`src/rtl/if_fetch_unit.sv`:
```
// Instruction-fetch stage: owns the fetch PC, runs the req/ack handshake to
// instruction memory, and drives the IF/ID register with a one-entry hold
// buffer so a decode freeze never loses a returned word.
//
// state   | meaning
// --------+-------------------------------------------------------------
// FETCH   | request for fetch_pc outstanding (or about to be issued)
// HOLD    | fetched word parked in hold buffer while decode is frozen
// DISCARD | stale request still in flight after a branch; its word is dropped
module if_fetch_unit #(
   parameter logic [31:0] RESET_PC = 32'h0000_0000
) (
   input  logic        clk,
   input  logic        rst,
   input  logic        freeze,
   input  logic        branch_taken,
   input  logic [31:0] branch_addr,
   output logic        imem_req,
   output logic [31:0] imem_addr,
   input  logic        imem_ack,
   input  logic [31:0] imem_rdata,
   output logic [31:0] pc,
   output logic [31:0] instruction
);

   typedef enum logic [1:0] {FETCH, HOLD, DISCARD} state_t;

   state_t      state, state_nxt;
   logic [31:0] fetch_pc, fetch_pc_nxt;
   // Branch target waiting for the stale request to retire. Keeping it apart
   // from fetch_pc lets imem_addr stay stable until the old request is acked.
   logic [31:0] redirect_pc, redirect_pc_nxt;
   logic [31:0] hold_pc, hold_pc_nxt;
   logic [31:0] hold_instr, hold_instr_nxt;
   logic [31:0] pc_nxt, instruction_nxt;

   logic        ack;
   logic [31:0] target;
   logic [31:0] pc_inc;

   assign imem_req  = rst & (state != HOLD);
   assign imem_addr = fetch_pc;
   assign ack       = imem_ack & imem_req;
   assign target    = branch_addr & 32'hFFFF_FFFC;
   assign pc_inc    = fetch_pc + 32'd4;

   // Next-state, fetch-address and IF/ID update selection.
   always_comb begin
      state_nxt       = state;
      fetch_pc_nxt    = fetch_pc;
      redirect_pc_nxt = redirect_pc;
      hold_pc_nxt     = hold_pc;
      hold_instr_nxt  = hold_instr;
      pc_nxt          = pc;
      instruction_nxt = instruction;

      if (branch_taken) begin
         pc_nxt          = 32'h0;
         instruction_nxt = 32'h0;
         hold_pc_nxt     = 32'h0;
         hold_instr_nxt  = 32'h0;
         case (state)
            FETCH: begin
               if (ack) begin
                  fetch_pc_nxt = target;
               end else begin
                  redirect_pc_nxt = target;
                  state_nxt       = DISCARD;
               end
            end
            HOLD: begin
               fetch_pc_nxt = target;
               state_nxt    = FETCH;
            end
            DISCARD: begin
               redirect_pc_nxt = target;
               if (ack) begin
                  fetch_pc_nxt = target;
                  state_nxt    = FETCH;
               end
            end
            default: state_nxt = FETCH;
         endcase
      end else begin
         case (state)
            FETCH: begin
               if (ack) begin
                  fetch_pc_nxt = pc_inc;
                  if (freeze) begin
                     hold_pc_nxt    = pc_inc;
                     hold_instr_nxt = imem_rdata;
                     state_nxt      = HOLD;
                  end else begin
                     pc_nxt          = pc_inc;
                     instruction_nxt = imem_rdata;
                  end
               end else if (!freeze) begin
                  pc_nxt          = 32'h0;
                  instruction_nxt = 32'h0;
               end
            end
            HOLD: begin
               if (!freeze) begin
                  pc_nxt          = hold_pc;
                  instruction_nxt = hold_instr;
                  state_nxt       = FETCH;
               end
            end
            DISCARD: begin
               if (!freeze) begin
                  pc_nxt          = 32'h0;
                  instruction_nxt = 32'h0;
               end
               if (ack) begin
                  fetch_pc_nxt = redirect_pc;
                  state_nxt    = FETCH;
               end
            end
            default: state_nxt = FETCH;
         endcase
      end
   end

   // State and datapath registers with synchronous active-low reset.
   always_ff @(posedge clk) begin
      if (!rst) begin
         state       <= FETCH;
         fetch_pc    <= RESET_PC;
         redirect_pc <= 32'h0;
         hold_pc     <= 32'h0;
         hold_instr  <= 32'h0;
         pc          <= 32'h0;
         instruction <= 32'h0;
      end else begin
         state       <= state_nxt;
         fetch_pc    <= fetch_pc_nxt;
         redirect_pc <= redirect_pc_nxt;
         hold_pc     <= hold_pc_nxt;
         hold_instr  <= hold_instr_nxt;
         pc          <= pc_nxt;
         instruction <= instruction_nxt;
      end
   end

endmodule

```
`config.mk`:
```
export PLATFORM = sky130hd
export DESIGN_NAME = if_fetch_unit
export DESIGN_NICKNAME = d
export VERILOG_FILES = /design/src/rtl/if_fetch_unit.sv
export SDC_FILE = /design/constraint.sdc
export NUM_CORES = 1
export LEC_CHECK = 0
export BUFFER_PORTS_ARGS = -buffer_cell sky130_fd_sc_hd__buf_2
export CAP_MARGIN = 15
export CELL_PAD_IN_SITES_DETAIL_PLACEMENT = 1
export CELL_PAD_IN_SITES_GLOBAL_PLACEMENT = 1
export CORE_ASPECT_RATIO = 1.4
export CORE_MARGIN = 3
export CORE_UTILIZATION = 30
export DETAILED_ROUTE_END_ITERATION = 10
export PLACE_DENSITY_LB_ADDON = 0.1
export SKIP_LAST_GASP = 1
export SYNTH_ARGS = -nofsm -noshare
export SYNTH_HDL_FRONTEND = slang
export SYNTH_SLANG_ARGS = --single-unit
export TNS_END_PERCENT = 100
```
`constraint.sdc`:
```
create_clock -name clk -period 1.9 [get_ports clk]
set_input_delay 0.38 -clock clk [delete_from_list [all_inputs] [get_ports clk]]
set_output_delay 0.38 -clock clk [all_outputs]
set_load 0.05 [all_outputs]
```
# After elaboration in Yosys (flattened, before gate mapping)
# Cells that the tools add are included.
word_totals:
  register_bits: 194
  latchBits: 0
  ram_bits: 0
  romBits: 0
  out_inout_bits: 97
  wordCells: 61
  memories: 0
op_classes:
  addsub: 1
  multipliers: 0
  n_div: 0
  magnitude_cmp: 0
  n_eq_ne: 13
  shifts: 0
  n_mux: 26
  n_bitwise: 3
  n_reduce_logical: 11
op_table:
  columns: ["cell", "count"]
  rows:
  - ["$mux W32", 13]
  - ["$pmux W32 S2", 3]
  - ["$pmux W32 S3", 2]
  - ["$add A32 B3 Y32 const B", 1]
  - ["$ne A3 B3 Y1 const B", 6]
  - ["$mux W2", 6]
  - ["$reduce_and A3 Y1", 3]
  - ["$ne A3 B2 Y1 const B", 2]
  - ["$pmux W2 S3", 1]
  - ["$reduce_bool A3 Y1", 2]
  - ["$reduce_and A5 Y1", 1]
  - ["$ne A2 B2 Y1 const B", 2]
  - ["$pmux W2 S2", 1]
  - ["$reduce_and A4 Y1", 1]
  - ["$reduce_or A2 Y1", 2]
  - ["$and A1 B1 Y1", 2]
  - ["$eq A2 B1 Y1 const B", 1]
  - ["$eq A2 B2 Y1 const B", 1]
  - ["$logic_not A2 Y1", 1]
  - ["$ne A2 B1 Y1 const B", 1]
  - ["$reduce_bool A2 Y1", 1]
  - ["$not A1 Y1", 1]

# Logic depth before layout (Yosys ltp)
# Gate-level depths: netlist of the first run.
logic_depth:
  depth_word: 6
  depth_mapped: 9
  ltp_nobuf: 7

# Worst setup path before layout of the first run
# Ideal clock, no wire load.
synth_timing:
  kind: "register -> register"
  from: "register fetch_pc[11] (netlist: imem_addr[11])"
  to: "register fetch_pc[20] (netlist: imem_addr[20])"
  setup_ps: 132
  t_arrival_ps: 2255
  t_required_ps: 1768
  setup_slack_ps: -487
  path_stages_with_launch: 8
  path_buffers: 2
  synth_period_minus_slack_ps: 2387
  cell_sequence: "dfxtp_1 > buf_2 > nand4_4 > or4_4 > buf_6 > o21a_1 > o311ai_1 > a21oi_1"
synth_via:
  elab_chain_cells: 4
synth_lines:
  columns: ["element", "line", "text"]
  rows:
  - ["from (decl)", "29", "logic [31:0] fetch_pc, fetch_pc_nxt;"]
  - ["from (signal assigned)", "136", "fetch_pc <= fetch_pc_nxt;"]
  - ["$add A32 B3 Y32", "45", "assign pc_inc = fetch_pc + 32'd4;"]
  - ["$mux W32", "87", "if (ack) begin"]
  - ["$pmux W32 S2", "85", "case (state)"]
  - ["$mux W32", "57", "if (branch_taken) begin"]
# Every way passes these cells. The select of a mux whose other input is x is not followed.
# A chain may end at the register's enable or synchronous reset.

# Final worst setup path of the first run
layout_timing:
  from: "register state[1]"
  to: "register pc[9]"
layout_via:
  elab_chain_cells: 5
  elab_cells_between_ends: 12
  classes_between: "eq/ne: 5; mux: 2; bitwise: 2; reduce/logical: 3"
layout_lines:
  columns: ["element", "line", "text"]
  rows:
  - ["from (decl)", "28", "state_t state, state_nxt;"]
  - ["from (signal assigned)", "135", "state <= state_nxt;"]
  - ["$ne A2 B1 Y1", "41", "assign imem_req = rst & (state != HOLD);"]
  - ["$and A1 B1 Y1", "41", null]
  - ["$and A1 B1 Y1", "43", "assign ack = imem_ack & imem_req;"]
  - ["$ne A3 B3 Y1 (no source line) or $mux W32 (tied branches)", null, null]
  - ["$reduce_and A3 Y1 (no source line) or $pmux W32 S3 (tied branches)", null, null]
  - ["to (signal assigned)", "140", "pc <= pc_nxt;"]
  - ["to (decl)", "22", "output logic [31:0] pc,"]
# Several ways; a longest one is shown, not always the timed one.

==> implementation parameters, run 1 <==
Parameter                              Value

Status
  Status    finished with violations
  Violated checks    setup timing

Timing
  Unrepaired setup endpoints after global routing    yes
  Final count of pins violating max slew    0
  Final worst hold slack    0.174 ns
  Final Critical Period    2.02 ns
  Sum Neg Setup Slack    -4.83 ns
  Achievable clock frequency    0.496 GHz
  Final setup margin    -0.117 ns
  Finish-stage setup viols    89
  Portion of the clock cycle consumed by the worst path in the final layout    1.06
  Number of hold-slack violations in the final timing report    0
  Clock skew after layout    0.0145 ns

Worst setup path
  Setup crit start kind    register
  Family of cells with the greatest summed delay on the critical path    buffers and inverters
  Cell mode on critical path    sky130_fd_sc_hd__buf_12
  Number of buffer and inverter stages on the critical path    6
  Worst path max stage delay    0.33 ns
  Crit-path cells    inv_2 -> ha_4 -> buf_6 -> and3b_2 -> buf_12 -> buf_12 -> buf_12 -> nand2_1 -> buf_4 -> o21ai_0 -> a32o_1
  Setup crit end kind    register
  Required time at the worst-slack endpoint    2.25 ns
  Kind of critical path    register to register
  CP Max Fanout    6
  CP max stage cell    sky130_fd_sc_hd__dfxtp_2
  Data arrival time of the worst path    2.37 ns

Clock tree
  CTS tree    built
  # H-tree levels    4
  Num Clock Sinks    188
  Clock latency on the worst-skew pair    0.46 ns
  Buffers from clock root to sink, at most    2
  Number of buffers added by the clock tree synthesis step    17
  Clk Tree Root Cell    sky130_fd_sc_hd__clkbuf_16
  CTS clk-pin slew, worst paths    0.07 ns

Power
  Max rail drop VDD    0.000634 V
  Tot Pwr    0.0104 W
  Leakage component of the power    5.94 nW
  Power per standard cell area    715 mW/mm^2

Routing
  Number of iterations in the first detailed-routing pass    5
  Via count of the routed design    10436
  Via/cell ratio    5.43
  DRC Markers    0
  Final ANT Viol Nets    0
  Wirelength, routed    41400 microns
  Detail-routed net length per standard cell    21.5 microns
  Iteration-0 DRC Markers    565

Die
  Effective utilization at floorplan    0.307
  Die footprint    0.0332 sq mm
  Die W    155 microns
  Die span in y    214 microns
  Core region area    0.0303 sq mm
  I/O pin count    166
  Std cell rows    75

Logic synthesis
  Flop and latch count out of synthesis    188
  Mean instance size in the synthesized netlist    7.66 sq um
  Share of synthesized registers carrying an async set or reset    0
  Register area share after synthesis    0.404
  Leading register cell type out of synthesis    sky130_fd_sc_hd__dfxtp_1
  Number of cells produced by synthesis    1216
  Count of yosys warnings during synthesis    0
  Total standard cell area after synthesis    0.00931 sq mm
  Number of enable-type register cells in the synthesized netlist    0
  Number of different library cells in the post-synthesis netlist    70

Finish
  Utilization of the core after routing    0.478
  Antenna cells    0
  Fraction of final layout cells with drive strength greater than 1    0.406
  NumNets Final    1599
  Area growth from synthesis to final layout    55.6%

GRT
  Number of antenna violations at the first check in global routing    0
  Gr ovfl total    0
  Via count of the first global-routing pass    10644
  Wire length of the first global-routing pass    60800 microns
  GRT Total Usage    0.231
  Maximum number of pins on one net before global-route repair    37

Flow run
  Max-cap viol count    0

Hold path
  Worst min-delay path class    input port to register

Place
  Routability Congestion    0.809
  Dpl hpwl    26700 microns
  IO Port Bufs    161
## routing by layer
metal	track usage	vias to the layer above	wire (microns)
li1	-	4960	-
met1	0.277	5206	17200
met2	0.423	213	21900
met3	0.0271	57	1080
met4	0.0769	0	1120
met5	0	-	0
## report_power, final
| group | switching, W | internal (W) | leakage, nW |
|---|---|---|---|
| clock network | 0.00165 | 0.00203 | 0.292 |
| registers | 0.000108 | 0.00407 | 1.54 |
| logic | 0.00146 | 0.00104 | 4.11 |
## cells in the mapped netlist (4+ instances only)
library cell	n	area, sq um
sky130_fd_sc_hd__dfxtp_1	188	3760
sky130_fd_sc_hd__nand2_1	173	649
sky130_fd_sc_hd__a21oi_1	164	821
sky130_fd_sc_hd__nor2_1	119	447
sky130_fd_sc_hd__o21ai_0	100	500
sky130_fd_sc_hd__clkbuf_1	90	338
sky130_fd_sc_hd__nand3_1	40	200
sky130_fd_sc_hd__and3_1	38	238
sky130_fd_sc_hd__mux2i_1	33	330
sky130_fd_sc_hd__a22oi_1	31	233
sky130_fd_sc_hd__nor3_1	27	135
sky130_fd_sc_hd__a211oi_1	19	143
sky130_fd_sc_hd__inv_1	14	52.6
sky130_fd_sc_hd__a22o_1	13	114
sky130_fd_sc_hd__buf_1	12	45.0
sky130_fd_sc_hd__xor2_1	12	105
sky130_fd_sc_hd__xnor2_1	11	96.3
sky130_fd_sc_hd__nand4_1	10	62.6
sky130_fd_sc_hd__buf_2	9	45.0
sky130_fd_sc_hd__o211ai_1	7	52.6
sky130_fd_sc_hd__a221oi_1	6	52.6
sky130_fd_sc_hd__a31oi_1	5	31.3
sky130_fd_sc_hd__a32oi_1	5	43.8
sky130_fd_sc_hd__and4_1	5	43.8
sky130_fd_sc_hd__ha_1	5	62.6
sky130_fd_sc_hd__o221ai_1	5	43.8
sky130_fd_sc_hd__a21boi_0	4	30.0
sky130_fd_sc_hd__a222oi_1	4	40.0
sky130_fd_sc_hd__nor4_1	4	25.0
sky130_fd_sc_hd__o22ai_1	4	25.0
## cell families (layout without fill, tap and decap cells)
family | after synthesis | in the layout | share of synthesized area
AND/OR/NAND/NOR | 439 | 439 | 0.217
AO/OA/AOI/OAI | 398 | 398 | 0.259
flip-flops | 188 | 188 | 0.404
buffers and inverters | 128 | 446 | 0.0544
multiplexers | 34 | 37 | 0.0367
XOR/XNOR | 23 | 23 | 0.0216
adder cells (fa/ha/maj) | 5 | 5 | 0.00672
other | 1 | 2 | 0.000403
## area by class of cell
| type | count | area [sq um] |
|---|---|---|
| clock buffers | 24 | 513 |
| clock inverters | 8 | 76.3 |
| fillers | 3597 | 15800 |
| inverters | 14 | 52.6 |
| multi-input cells | 904 | 6020 |
| flip-flops and latches | 188 | 3840 |
| well taps | 385 | 482 |
| repair buffers | 400 | 3500 |
## final timing paths
| check | startpoint | endpoint | slack, ns | cells past startpoint |
|---|---|---|---|---|
| max | state[1] | pc[9] | -0.12 | 11 |
| min | imem_rdata[30] | hold_instr[30] | 0.17 | 3 |
| max reg2reg | state[1] | pc[9] | -0.12 | 11 |
| min reg2reg | hold_instr[23] | hold_instr[23] | 0.45 | 2 |
## timing repair
action / CTS / global route
setup endpoints to repair: 187 / 140
pin swaps: 16 / 93
hold buffers: 0 / 0
setup buffers: 17 / 26
cloned: 8 / 19
gates resized for setup: 71 / 215
## worst register-to-register path, stage by stage, from the launching register on
cell                      delay [ns]
sky130_fd_sc_hd__dfxtp_2        0.33
sky130_fd_sc_hd__inv_2          0.08
sky130_fd_sc_hd__ha_4           0.15
sky130_fd_sc_hd__buf_6          0.10
sky130_fd_sc_hd__and3b_2        0.25
sky130_fd_sc_hd__buf_12         0.15
sky130_fd_sc_hd__buf_12         0.12
sky130_fd_sc_hd__buf_12         0.13
sky130_fd_sc_hd__nand2_1        0.10
sky130_fd_sc_hd__buf_4          0.14
sky130_fd_sc_hd__o21ai_0        0.08
sky130_fd_sc_hd__a32o_1         0.27
## placed cells by master, fill, tap and decap left out, types with 12 or more instances in the layout
cell type	instances
sky130_fd_sc_hd__a211oi_2	14
sky130_fd_sc_hd__a21oi_1	130
sky130_fd_sc_hd__a21oi_2	31
sky130_fd_sc_hd__a22o_1	13
sky130_fd_sc_hd__a22oi_1	24
sky130_fd_sc_hd__and3_1	37
sky130_fd_sc_hd__buf_12	37
sky130_fd_sc_hd__buf_2	161
sky130_fd_sc_hd__buf_4	147
sky130_fd_sc_hd__buf_6	32
sky130_fd_sc_hd__clkbuf_16	30
sky130_fd_sc_hd__dfxtp_1	162
sky130_fd_sc_hd__dfxtp_4	17
sky130_fd_sc_hd__inv_1	12
sky130_fd_sc_hd__mux2i_1	30
sky130_fd_sc_hd__nand2_1	157
sky130_fd_sc_hd__nand2_4	12
sky130_fd_sc_hd__nand3_1	36
sky130_fd_sc_hd__nor2_1	107
sky130_fd_sc_hd__nor3_1	12
sky130_fd_sc_hd__o21ai_0	71
sky130_fd_sc_hd__o21ai_1	19
## flip-flops by register name, indices dropped and copies added, names as in the netlist
signal,flops
redirect_pc,30
hold_pc,30
imem_addr,30
instruction,32
hold_instr,32
pc,32
state,2
## per-stage QoR
step	cells	worst slack [ns]	cell area, sq um
5_1_grt	1923	-0.199	14500
3_3_place_gp	1828	-0.161	11900
6_report	1923	-0.117	14500
2_1_floorplan	1217	-0.0941	9460
4_1_cts	1885	-0.0883	13100
3_5_place_dp	1828	-0.237	11900
Power figures use the tool's default switching activity.
==> inputs of run 2 (changes only) <==
--- a/config.mk
+++ b/config.mk
@@ -12,8 +12,9 @@
 export CORE_ASPECT_RATIO = 1.4
 export CORE_MARGIN = 3
 export CORE_UTILIZATION = 30
+export CTS_CLUSTER_SIZE = 30
 export DETAILED_ROUTE_END_ITERATION = 10
-export PLACE_DENSITY_LB_ADDON = 0.1
+export PLACE_DENSITY = 0.62
 export SKIP_LAST_GASP = 1
 export SYNTH_ARGS = -nofsm -noshare
 export SYNTH_HDL_FRONTEND = slang
==> run 2 against run 1 <==
  * The flow still finishes with violations (setup timing)
  * Sequential power is essentially flat
  * Global-route usage down 0.58 points
  * Core utilization fell by 1.3 points
  * Non-clock buffer count is 12 lower
  * Clock skew shrank 0.0019 ns
  * Clock power up 4%
  * Worst hold slack lost 0.0053 ns
  * Die area did not move
  * Final cell count is 0.62% lower
  * Final area fell by 2.6%
  * Sequential cell count is the same
  * Setup slack improved by 0.043 ns
  * Critical endpoint is now redirect_pc[28]
==> implementation parameters, run 2 (synthesized netlist as in run 1, its figures left out) <==
Parameter                              Value

Finish
  Number of non-filler instances in the completed layout    1911
  Commonest non-fill, non-tap cells in the layout    sky130_fd_sc_hd__dfxtp_1, sky130_fd_sc_hd__buf_2, sky130_fd_sc_hd__nand2_1, sky130_fd_sc_hd__buf_4, sky130_fd_sc_hd__a21oi_1
  Largest registers    hold_instr: 32 flops, instruction: 32 flops, pc: 32 flops
  Antenna cells    0
  Most common cell after layout, fill and taps aside    sky130_fd_sc_hd__dfxtp_1
  NumNets Final    1587
  Area growth from synthesis to final layout    51.5%
  Fraction of final layout cells with drive strength greater than 1    0.390

Hold path
  Hold Path Cell Cnt    3
  Hold_sp    imem_rdata[13]
  Worst min-delay path class    input port to register

Routing
  Detail-routed net length per standard cell    21.8 microns
  Via/cell ratio    5.48
  DRC Markers    0
  Via count of the routed design    10471
  Number of iterations in the first detailed-routing pass    7
  Final ANT Viol Nets    0
  Wirelength, routed    41600 microns
  Iteration-0 DRC Markers    550

Power
  Tot Pwr    0.0105 W
  Leakage component of the power    5.89 nW
  Power per standard cell area    742 mW/mm^2
  Max rail drop VDD    0.000613 V

GRT
  Maximum number of pins on one net before global-route repair    56
  Gr ovfl total    0
  Number of antenna violations at the first check in global routing    0
  GRT Total Usage    0.225
  Wire length of the first global-routing pass    59400 microns
  Via count of the first global-routing pass    10470

Place
  Setup slack at placement    -0.238 ns
  IO Port Bufs    161
  Dpl hpwl    26700 microns
  Cell count after placement    1829
  Routability Congestion    0.817

Worst setup path
  Family of cells with the greatest summed delay on the critical path    buffers and inverters
  Launch point of the worst reg-to-reg path    state[1]
  Worst path max stage delay    0.37 ns
  Critical path depth in cells    8
  Crit-path cells    inv_4 -> ha_4 -> and3b_2 -> a211oi_4 -> buf_6 -> clkbuf_16 -> mux2i_1 -> nor2_1
  Setup crit end kind    register
  Number of buffer and inverter stages on the critical path    3
  Cell count of the worst reg-to-reg path    8
  Worst setup path startpoint    state[1]
  Setup crit start kind    register
  Kind of critical path    register to register
  CP max stage cell    sky130_fd_sc_hd__a211oi_4
  Required time at the worst-slack endpoint    2.23 ns
  CP Max Fanout    5
  Data arrival time of the worst path    2.30 ns

Timing
  Number of hold-slack violations in the final timing report    0
  Sum Neg Setup Slack    -1.07 ns
  Achievable clock frequency    0.507 GHz
  Final setup margin    -0.0741 ns
  Final count of pins violating max slew    0
  Worst-Margin Slew    0.588 ns
  Final worst hold slack    0.169 ns
  Unrepaired setup endpoints after global routing    yes
  Finish-stage setup viols    44
  Max-Slew Margin vs Limit    0.607
  Portion of the clock cycle consumed by the worst path in the final layout    1.04
  Clock skew after layout    0.0126 ns
  Final Critical Period    1.97 ns

Flow run
  Max-cap viol count    0

Clock tree
  # H-tree levels    4
  CTS clk-pin slew, worst paths    0.07 ns
  Clk Tree Root Cell    sky130_fd_sc_hd__clkbuf_16
  Clock latency on the worst-skew pair    0.46 ns
  Post-CTS Hold Fix Bufs    0
  Num Clock Sinks    188
  CTS tree    built
  Number of buffers added by the clock tree synthesis step    17
  Buffers from clock root to sink, at most    2

Status
  Violated checks    setup timing
  Status    finished with violations

Die
  Die W    155 microns
  I/O pin count    166
  Effective utilization at floorplan    0.307
  Core region area    0.0303 sq mm
  Die span in y    214 microns
  Die footprint    0.0332 sq mm
  Std cell rows    75
-- run 2: metrics by stage --
step                utilization  cell area [sq um]
CTS                       0.424              12900
floorplan                     -               9460
detailed placement        0.394              11900
finish                    0.465              14100
global placement          0.394              11900
global route              0.465              14100
-- run 2: path summary, 6_finish.rpt --
kind	endpoint	slack [ns]
max	redirect_pc[28]	-0.07
min reg2reg	hold_instr[5]	0.45
min	hold_instr[13]	0.17
max reg2reg	redirect_pc[28]	-0.07
-- run 2: tightest hold or removal path, stage by stage --
cell                      delay [ns]
sky130_fd_sc_hd__buf_2          0.11
sky130_fd_sc_hd__nand2_1        0.05
sky130_fd_sc_hd__a21oi_1        0.05
-- run 2: routing by layer --
metal / vias up / GRT usage / wire (microns)
li1: 4945 / - / -
met1: 5159 / 0.265 / 16600
met2: 291 / 0.399 / 21800
met3: 76 / 0.0367 / 1690
met4: 0 / 0.0987 / 1480
met5: - / 0 / 0
-- run 2: cell type report --
cell class / instances / area (sq um)
Multi-Input combinational cell: 904 / 5880
Tap cell: 385 / 482
Inverter: 14 / 62.6
Timing Repair Buffer: 388 / 3240
Sequential cell: 188 / 3840
Clock buffer: 19 / 433
Fill cell: 3608 / 16200
Clock inverter: 13 / 166
-- run 2: repair_timing --
action / in CTS / in global routing
gates resized for setup: 44 / 185
endpoints found under the setup margin: 189 / 159
setup buffers: 8 / 30
pin swaps: 12 / 83
cloned: 3 / 17
-- run 2: power breakdown --
part / total, W / switching [W] / internal [W]
Sequential: 0.00418 / 0.000114 / 0.00407
Clock: 0.00381 / 0.00173 / 0.00208
Combinational: 0.00247 / 0.00145 / 0.00102
==> inputs of run 3 (changes only) <==
--- a/config.mk
+++ b/config.mk
@@ -15,8 +15,9 @@
 export CTS_CLUSTER_SIZE = 30
 export DETAILED_ROUTE_END_ITERATION = 10
 export PLACE_DENSITY = 0.62
+export SETUP_SLACK_MARGIN = 0.1
 export SKIP_LAST_GASP = 1
 export SYNTH_ARGS = -nofsm -noshare
 export SYNTH_HDL_FRONTEND = slang
 export SYNTH_SLANG_ARGS = --single-unit
-export TNS_END_PERCENT = 100
+export TNS_END_PERCENT = 1
==> run 3 against run 2 <==
  * Worst hold slack improved by 0.013 ns
  * Die area did not move
  * Via count fell by 4.4%
  * Sequential cell count did not move
  * Setup slack improved by 0.052 ns
  * The run still ends with setup timing left
  * Non-clock buffer count fell by 48
  * Count of clock-buffer cells in the layout rose by 3
==> implementation parameters, run 3 (synthesized netlist as in run 1, its figures left out) <==
Parameter                              Value

Worst setup path
  Worst path max stage delay    0.39 ns
  CP max stage cell    sky130_fd_sc_hd__dfxtp_2
  Crit-path cells    inv_2 -> ha_4 -> a31o_4 -> a21oi_4 -> buf_12 -> o21ai_4 -> buf_12 -> a222oi_1 -> nor2_1
  Kind of critical path    register to register
  Number of buffer and inverter stages on the critical path    3
  Critical path depth in cells    9
  Cell mode on critical path    sky130_fd_sc_hd__buf_12
  Required time at the worst-slack endpoint    2.23 ns
  Setup crit end kind    register
  Data arrival time of the worst path    2.25 ns
  Family of cells with the greatest summed delay on the critical path    compound AO/OA/AOI/OAI gates
  Setup crit start kind    register
  CP Max Fanout    6
  Cell count of the worst reg-to-reg path    9

Timing
  Sum Neg Setup Slack    -0.0688 ns
  Unrepaired setup endpoints after global routing    yes
  Final setup margin    -0.0225 ns
  Clock skew after layout    0.0101 ns
  Achievable clock frequency    0.520 GHz
  Number of hold-slack violations in the final timing report    0
  Final count of pins violating max slew    0
  Final Critical Period    1.92 ns
  Portion of the clock cycle consumed by the worst path in the final layout    1.01
  Finish-stage setup viols    5

Finish
  Commonest non-fill, non-tap cells in the layout    sky130_fd_sc_hd__nand2_1, sky130_fd_sc_hd__a21oi_1, sky130_fd_sc_hd__dfxtp_1, sky130_fd_sc_hd__buf_2, sky130_fd_sc_hd__buf_4
  Post-route cell area    0.0129 sq mm
  Area growth from synthesis to final layout    38.4%
  Most common cell after layout, fill and taps aside    sky130_fd_sc_hd__nand2_1
  Number of non-filler instances in the completed layout    1860
  Utilization of the core after routing    0.425
  Largest registers    hold_instr: 32 flops, instruction: 32 flops, pc: 32 flops
  Antenna cells    0
  Fraction of final layout cells with drive strength greater than 1    0.305
  FF+latch area    0.00383 sq mm
  Area occupied by multi-input gates    0.00532 sq mm
  NumNets Final    1536
  Count of fill cells added during filler insertion    3701

Power
  Net switching component of the power    0.00301 W
  Cell Int Power    0.00697 W
  Max rail drop VDD    0.000522 V
  Proportion of power drawn by flip-flops and latches    0.418
  Leakage component of the power    5.29 nW
  Switching share of total power    0.302
  Share of power burned in combinational logic    0.208
  Portion of total power attributed to the clock network    0.374
  Power per standard cell area    775 mW/mm^2

Die
  Effective utilization at floorplan    0.307
  Die span in y    214 microns
  Die footprint    0.0332 sq mm
  Std cell rows    75
  Die W    155 microns
  Core region area    0.0303 sq mm
  I/O pin count    166

GRT
  Number of antenna violations at the first check in global routing    0
  GRT Total Usage    0.218
  Gr ovfl total    0
  Via count of the first global-routing pass    10274
  Maximum number of pins on one net before global-route repair    52
  Wire length of the first global-routing pass    58000 microns

Hold path
  Worst min-delay path class    input port to register
  Hold Path Cell Cnt    3

Clock tree
  Number of buffers added by the clock tree synthesis step    17
  # H-tree levels    4
  Num Clock Sinks    188
  Clock latency on the worst-skew pair    0.45 ns
  Buffers from clock root to sink, at most    2
  CTS tree    built
  Clk Tree Root Cell    sky130_fd_sc_hd__clkbuf_16
  CTS clk-pin slew, worst paths    0.07 ns

Flow run
  Max-cap viol count    0

Place
  Cell count after placement    1812
  Routability Congestion    0.841
  Placed standard-cell area    0.0118 sq mm
  IO Port Bufs    161
  Dpl hpwl    26400 microns

Status
  Violated checks    setup timing
  Status    finished with violations

Routing
  Via count of the routed design    10011
  Wirelength, routed    37100 microns
  Via/cell ratio    5.38
  Number of iterations in the first detailed-routing pass    4
  Iteration-0 DRC Markers    489
  Final ANT Viol Nets    0
  Detail-routed net length per standard cell    20.0 microns
  DRC Markers    0
[run 3: cell count changes in the layout (fill, tap and decap cells not counted), moves of 15 or more]
cell                      delta
sky130_fd_sc_hd__buf_6      -18
sky130_fd_sc_hd__a21oi_2    -25
sky130_fd_sc_hd__buf_4      -15
sky130_fd_sc_hd__nand2_1    +20
sky130_fd_sc_hd__nand2_4    -16
sky130_fd_sc_hd__a21oi_1    +25
[run 3: area by class of cell]
class | count | share of cell area
Clock buffer | 22 | 0.0377
Clock inverter | 10 | 0.00845
Inverter | 14 | 0.00408
Multi-Input combinational cell | 901 | 0.413
Sequential cell | 188 | 0.297
Tap cell | 385 | 0.0374
Timing Repair Buffer | 340 | 0.202
[run 3: worst register-to-register path: cells and delay by family, from the launching register on]
kind / cells / cell delay (ns)
AO/OA/AOI/OAI: 4 / 0.78
flip-flops: 1 / 0.39
AND/OR/NAND/NOR: 1 / 0.07
adder cells (fa/ha/maj): 1 / 0.19
buffers and inverters: 3 / 0.39
[run 3: worst paths after layout]
kind,from,to,slack [ns]
setup / recovery,state[0],pc[18],-0.02
hold / removal,branch_addr[18],redirect_pc[18],0.18
setup reg to reg,state[0],pc[18],-0.02
hold reg to reg,hold_instr[10],hold_instr[10],0.45
[run 3: power by group through the flow]
| stage | registers (W) | clock network [W] | logic [W] |
|---|---|---|---|
| 6_report | 0.00417 | 0.00374 | 0.00207 |
| 3_3_place_gp | 0.00425 | 0 | 0.00188 |
| 2_1_floorplan | 0.00447 | 0 | 0.000851 |
| 3_5_place_dp | 0.00425 | 0 | 0.00191 |
| 4_1_cts | 0.00416 | 0.00384 | 0.00200 |
| 5_1_grt | 0.00419 | 0.00397 | 0.00225 |
[run 3: stage by stage]
step           hold WS, ns  setup WS [ns]  total power [W]
6_report             0.181        -0.0225          0.00998
3_3_place_gp         0.437         -0.257          0.00612
3_5_place_dp         0.447         -0.299          0.00616
5_1_grt              0.182        -0.0939           0.0104
4_1_cts              0.161        -0.0440           0.0100
2_1_floorplan        0.432        -0.0950          0.00532
[run 3: timing repair]
item                                    4_1_cts  5_1_grt
pin swaps                                     8       11
setup buffers                                 8        3
gates resized for setup                      36       34
hold buffers                                  0        0
endpoints found under the setup margin      143      189
gates cloned                                  3        2
[run 3: routing by layer]
layer,GRT usage,share of wire,vias to the layer above
li1,-,-,4819
met5,0,0,-
met3,0.0315,0.032,47
met1,0.268,0.43,4953
met2,0.385,0.52,192
met4,0.0754,0.024,0
